File: config.mk
export PLATFORM = sky130hd
export DESIGN_NAME = ascon_round_ctrl
export DESIGN_NICKNAME = d
export VERILOG_FILES = /design/src/rtl/ascon_round_ctrl.sv
export SDC_FILE = /design/constraint.sdc
export NUM_CORES = 1
export LEC_CHECK = 0
export ABC_AREA = 1
export BUFFER_PORTS_ARGS = -buffer_cell sky130_fd_sc_hd__buf_4
export CAP_MARGIN = 15
export CORE_AREA = 2 2 39 41
export DETAILED_ROUTE_END_ITERATION = 8
export DIE_AREA = 0 0 41 43
export PLACE_DENSITY = 0.64
export SKIP_CTS_REPAIR_TIMING = 1
export SYNTH_ARGS = -nofsm -noshare
export SYNTH_HDL_FRONTEND = slang
export SYNTH_SLANG_ARGS = --single-unit
File: constraint.sdc
create_clock -name clock_i -period 1.5 [get_ports clock_i]
set_input_delay 0.225 -clock clock_i [delete_from_list [all_inputs] [get_ports clock_i]]
set_output_delay 0.225 -clock clock_i [all_outputs]
set_load 0.1 [all_outputs]
File: src/rtl/ascon_round_ctrl.sv
// ASCON permutation round sequencer: one round per cycle, done_o one cycle after the last round.
// No backpressure: start_i is taken only in IDLE, abort_i cancels a run at any point.
module ascon_round_ctrl #(
  parameter int MAX_ROUNDS = 12,
  parameter int ROUND_W    = 4
) (
  input  logic               clock_i,
  input  logic               reset_i,
  input  logic               start_i,
  input  logic [ROUND_W-1:0] rounds_i,
  input  logic               abort_i,
  output logic               ready_o,
  output logic               busy_o,
  output logic [ROUND_W-1:0] round_o,
  output logic               sel_init_o,
  output logic               en_reg_o,
  output logic               done_o
);

  typedef enum logic [1:0] {
    S_IDLE  = 2'd0,
    S_FIRST = 2'd1,
    S_RUN   = 2'd2,
    S_DONE  = 2'd3
  } state_t;

  localparam logic [ROUND_W-1:0] MAX_R  = ROUND_W'(MAX_ROUNDS);
  localparam logic [ROUND_W-1:0] LAST_R = ROUND_W'(MAX_ROUNDS - 1);
  localparam logic [ROUND_W-1:0] ONE_R  = ROUND_W'(1);

  state_t             state_q, state_d;
  logic [ROUND_W-1:0] round_q, round_d;
  logic [ROUND_W-1:0] nsat;

  assign nsat = (rounds_i > MAX_R) ? MAX_R : rounds_i;

  always_ff @(posedge clock_i or posedge reset_i) begin
    if (reset_i) begin
      state_q <= S_IDLE;
      round_q <= '0;
    end else begin
      state_q <= state_d;
      round_q <= round_d;
    end
  end

  always_comb begin
    state_d    = state_q;
    round_d    = round_q;
    ready_o    = 1'b0;
    busy_o     = 1'b0;
    sel_init_o = 1'b0;
    en_reg_o   = 1'b0;
    done_o     = 1'b0;
    unique case (state_q)
      S_IDLE: begin
        ready_o = 1'b1;
        if (start_i && (rounds_i != '0) && !abort_i) begin
          state_d = S_FIRST;
          // Short runs use the tail of the constant table, so p^b ends on the same index as p^a.
          round_d = MAX_R - nsat;
        end
      end
      S_FIRST, S_RUN: begin
        busy_o     = 1'b1;
        en_reg_o   = !abort_i;
        sel_init_o = (state_q == S_FIRST) && !abort_i;
        if (abort_i) begin
          state_d = S_IDLE;
        end else if (round_q == LAST_R) begin
          state_d = S_DONE;
        end else begin
          state_d = S_RUN;
          round_d = round_q + ONE_R;
        end
      end
      S_DONE: begin
        done_o  = !abort_i;
        state_d = S_IDLE;
      end
      default: state_d = S_IDLE;
    endcase
  end

  assign round_o = round_q;

endmodule

==> results of run 1 <==
per-layer routing:
| layer | GRT usage [%] | wire, um |
|---|---|---|
| met1 | 16.3 | 537 |
| met2 | 23.1 | 572 |
| met3 | 2.62 | 39 |
| met4 | 14.0 | 29 |
| met5 | 0 | 0 |
cell families after synthesis:
logic type      count (synthesis)  synth area share, %
fa+ha+maj                       5                 11.3
simple gates                   42                 38.8
buf+inv                        16                 12.7
compound gates                  8                 8.16
mux                             1                 1.81
flops                           6                 27.2
worst max-delay path: stages, from the launching register on:
cell     delay (ns)
dfrtp_1        0.37
inv_2          0.07
ha_4           0.33
nand2_8        0.09
inv_16         0.06
buf_16         0.15
cell type report:
cell class              instances  share of cell area, %
repair buffers                 21                   23.6
inverters                      15                   8.57
clock buffers                   4                   3.10
flip-flops and latches          6                   18.3
well taps                      16                   2.36
multi-input cells              56                   44.0
cell usage in the layout (no fill, tap or decap), drive strengths merged:
| cell | n |
|---|---|
| dfrtp | 6 |
| nand4 | 1 |
| dlygate4sd3 | 1 |
| clkbuf | 4 |
| nand2 | 28 |
| or2 | 1 |
| nand3 | 5 |
| o21ai | 7 |
| ha | 5 |
| buf | 20 |
| inv | 15 |
| mux2i | 1 |
| nor2 | 7 |
| o22ai | 1 |
registers in the layout, summed over array words and instances, names as in the netlist:
signal and flops:
state_q 2, round_o 4
metrics by stage:
step                      worst slack, ns  cells
after floorplan                    -0.167     78
after global placement             0.0895    109
after detailed placement           0.0632    109
after CTS                          -0.214    113
after global routing               -0.101    118
final                             -0.0571    118
worst paths after layout:
path,to,startpoint,slack (ns),cells past startpoint
min in group asynchronous,state_q[1],reset_i,0.44,3
setup / recovery,en_reg_o,state_q[0],-0.06,5
hold / removal,round_o[0],rounds_i[0],0.33,5
setup reg to reg,round_o[0],state_q[0],0.05,11
max in group asynchronous,round_o[0],reset_i,0.85,3
hold reg to reg,round_o[1],round_o[1],0.55,2
==> out/qor.yml, run 1 <==
numCtsBuffers: 3
path_max_fanout: 7
endpoint_kind: "output port"
via_per_inst: 4.39
antenna_left: 0
ys_types: 19
firstDrtPassIters: 4
synth_warnings: 0
clkSlewWorstSetupHoldPaths_ns: 0.05
max_slew_margin_pct: 81.6
synth_top_area_share_pct: 27.2
initial_core_util_pct: 39.9
fin_util_pct: 61.2
die_width_um: 41
syn_area_sq_um: 552
seq_area_sq_um: 155
violations: "negative setup slack"
slew_violations: 0
maxCapViolCount: 0
fin_skew_ns: 0.00222
drc_errors: 0
layout-drive-gt1-share_pct: 46.1
yosys.area.top_type: "dfrtp_1"
tns_ns: -0.0571
grt_pass1_vias: 460
cts_buffer_depth: 2
critPathLaunchType: "flip-flop"
outcome: "finished with violations"
cts-root-buf: "clkbuf_4"
grt_pass1_wl_mm: 1.74
hp-class: "in -> reg"
cts_sinks: 6
drt_wl_total_mm: 1.18
core_sq_um: 1380
numPortBuffers: 16
syn_area_per_cell_sq_um: 7.07
period_needed_ns: 1.56
final_hold_viol_count: 0
fin_crit_sh_pct: 104
max_freq_mhz: 642
multi_input_area_sq_um: 373
io_pins: 17
dp_hpwl_um: 883
drtIter0Drc: 3
ys_top_cells_by_area: "dfrtp_1, nand2_1, ha_1, nand2_4, inv_1"
critical_path_class: "reg -> out"
netlist_instances: 78
cp.arrival_ns: 1.33
synth_seq_area_share_pct: 27.2
grt_max_degree: 9
antenna_found_initial: 0
final_nets: 116
stdcell_area_sq_um: 847
insertion_delay_ns: 0.25
place_congestion: 0.709
cts.htree.levels: 1
syn2layout_area_growth_pct: 53.5
setup_violations: 1
n_fill_cell: 119
syn_nets: 91
worstMarginPinSlew_ns: 0.278
synth_common_cells: "nand2_1, inv_1, dfrtp_1, nor2_1"
num_vias: 518
synth_ff_type: "dfrtp_1"
cts_tree: "yes"
postSynth.asyncResetShare_pct: 100
cp.required_ns: 1.27
n_antenna_cell: 0
grt-ovfl-total: 0
whs_ns: 0.333
grt_usage_pct: 15.1
synth_most_common_cell: "nand2_1"
num_rows: 14
setup_ws_ns: -0.0571
die_y_um: 43
die-area_sq_um: 1760
synth_edf_count: 0
placed_cell_area_sq_um: 738
ys_ff_latch: 6
rsz0062_at_grt: "yes"
drt-wirelength-per-cell_um: 10.0
Power of run 1 is left out: the tool's default activity adds up to more than one toggle a clock period on the data nets, which glitch-free logic cannot reach.
==> run 2: changes to the inputs <==
--- a/config.mk
+++ b/config.mk
@@ -16,3 +16,4 @@
 export SYNTH_ARGS = -nofsm -noshare
 export SYNTH_HDL_FRONTEND = slang
 export SYNTH_SLANG_ARGS = --single-unit
+export TNS_END_PERCENT = 1
==> run 2 against run 1 <==
  * The run still ends with negative setup slack left
  * Maximum frequency up 1.6%
  * Die area unchanged
  * Register-to-register slack better by 0.05 ns
  * Critical path depth unchanged
  * Non-clock buffer count down 2
  * Flip-flop and latch count unchanged
  * Design area down 1.9%
  * Core utilization down 1.2 points
  * Via count up 1.4%
  * Clock skew up 0.0015 ns
  * Cell count down 1.7%
  * Clock-buffer cell count unchanged
==> out/qor.yml, run 2 (same netlist as run 1, synthesis figures left out) <==
outcome: "finished with violations"
violations: "negative setup slack"
cts_sinks: 6
rrSetupSlack_ns: 0.10
grt_max_degree: 9
path_max_fanout: 5
num_vias: 525
io_pins: 17
critPathLaunchType: "flip-flop"
cp.required_ns: 1.27
endpoint_kind: "output port"
clkSlewWorstSetupHoldPaths_ns: 0.05
whs_ns: 0.349
hp-class: "in -> reg"
fin_crit_sh_pct: 102
slew_violations: 0
cts_tree: "yes"
max_freq_mhz: 652
drt-met1-wl_um: 538
max_slew_margin_pct: 81.5
drc_errors: 0
period_needed_ns: 1.53
die_y_um: 43
setup_ws_ns: -0.0327
reg2reg_to: "round_o[0]"
critical_path_class: "reg -> out"
initial_core_util_pct: 39.9
n_antenna_cell: 0
cts-root-buf: "clkbuf_4"
grt_pass1_vias: 458
fin_util_pct: 60.0
antenna_left: 0
final_common_cell: "nand2_1"
numPortBuffers: 16
layout-drive-gt1-share_pct: 43.0
antenna_found_initial: 0
insertion_delay_ns: 0.24
numCtsBuffers: 3
via_per_inst: 4.53
grt_usage_pct: 14.6
die_width_um: 41
startpoint: "state_q[0]"
routed-wl-met2_um: 542
dp_hpwl_um: 919
maxCapViolCount: 0
cts_buffer_depth: 2
reg2reg_from: "state_q[0]"
largest_reg_flops: 4
grt_pass1_wl_mm: 1.76
worstMarginPinSlew_ns: 0.279
firstDrtPassIters: 4
die-area_sq_um: 1760
crit_end: "en_reg_o"
syn2layout_area_growth_pct: 50.6
dp_slack_ns: 0.0686
final_hold_viol_count: 0
cts.htree.levels: 1
setup_violations: 2
final_nets: 114
final_cell_mix: "nand2_1, buf_4, inv_1"
drtIter0Drc: 13
r2r_cells: 10
met3_wirelength_um: 25
num_rows: 14
drt_wl_total_mm: 1.11
maxUsedRoutingLayer: "met3"
core_sq_um: 1380
cp.arrival_ns: 1.31
min_from: "rounds_i[0]"
place_congestion: 0.722
drt-wirelength-per-cell_um: 9.54
grt-ovfl-total: 0
whs_path_depth: 5
fin_skew_ns: 0.00377
rsz0062_at_grt: "yes"
[run 2: worst min path at each step]
stage	end	slack [ns]
after floorplan	round_o[3]	0.02
after global placement	state_q[1]	0.15
after detailed placement	state_q[1]	0.16
after CTS	round_o[3]	-0.1
after global routing	round_o[0]	0.39
final	round_o[0]	0.35
[run 2: cell type report]
| cell class | instances | area, sq um |
|---|---|---|
| multi-input cells | 56 | 377 |
| repair buffers | 19 | 181 |
| fillers | 137 | 553 |
| inverters | 15 | 72.6 |
| well taps | 16 | 20.0 |
| clock buffers | 4 | 26.3 |
| flip-flops and latches | 6 | 154 |
[run 2: stage by stage]
stage	setup TNS [ns]	area (sq um)	cells
floorplan	-0.752	603	78
global placement	0	732	109
detailed placement	0	732	109
CTS	-0.340	758	113
global route	-0.167	831	116
finish	-0.0598	831	116
[run 2: worst max-delay path: stages (launching register included)]
cell,delay (ns)
dfrtp_1,0.38
inv_2,0.07
ha_4,0.31
nand2_8,0.08
inv_16,0.06
buf_16,0.16
[run 2: metal layers]
metal / up-vias / track usage, %
met4: 0 / 6.00
met2: 9 / 23.4
li1: 287 / -
met1: 229 / 18.9
met5: - / 0
met3: 0 / 1.57
Power of run 2 is left out for the same reason.
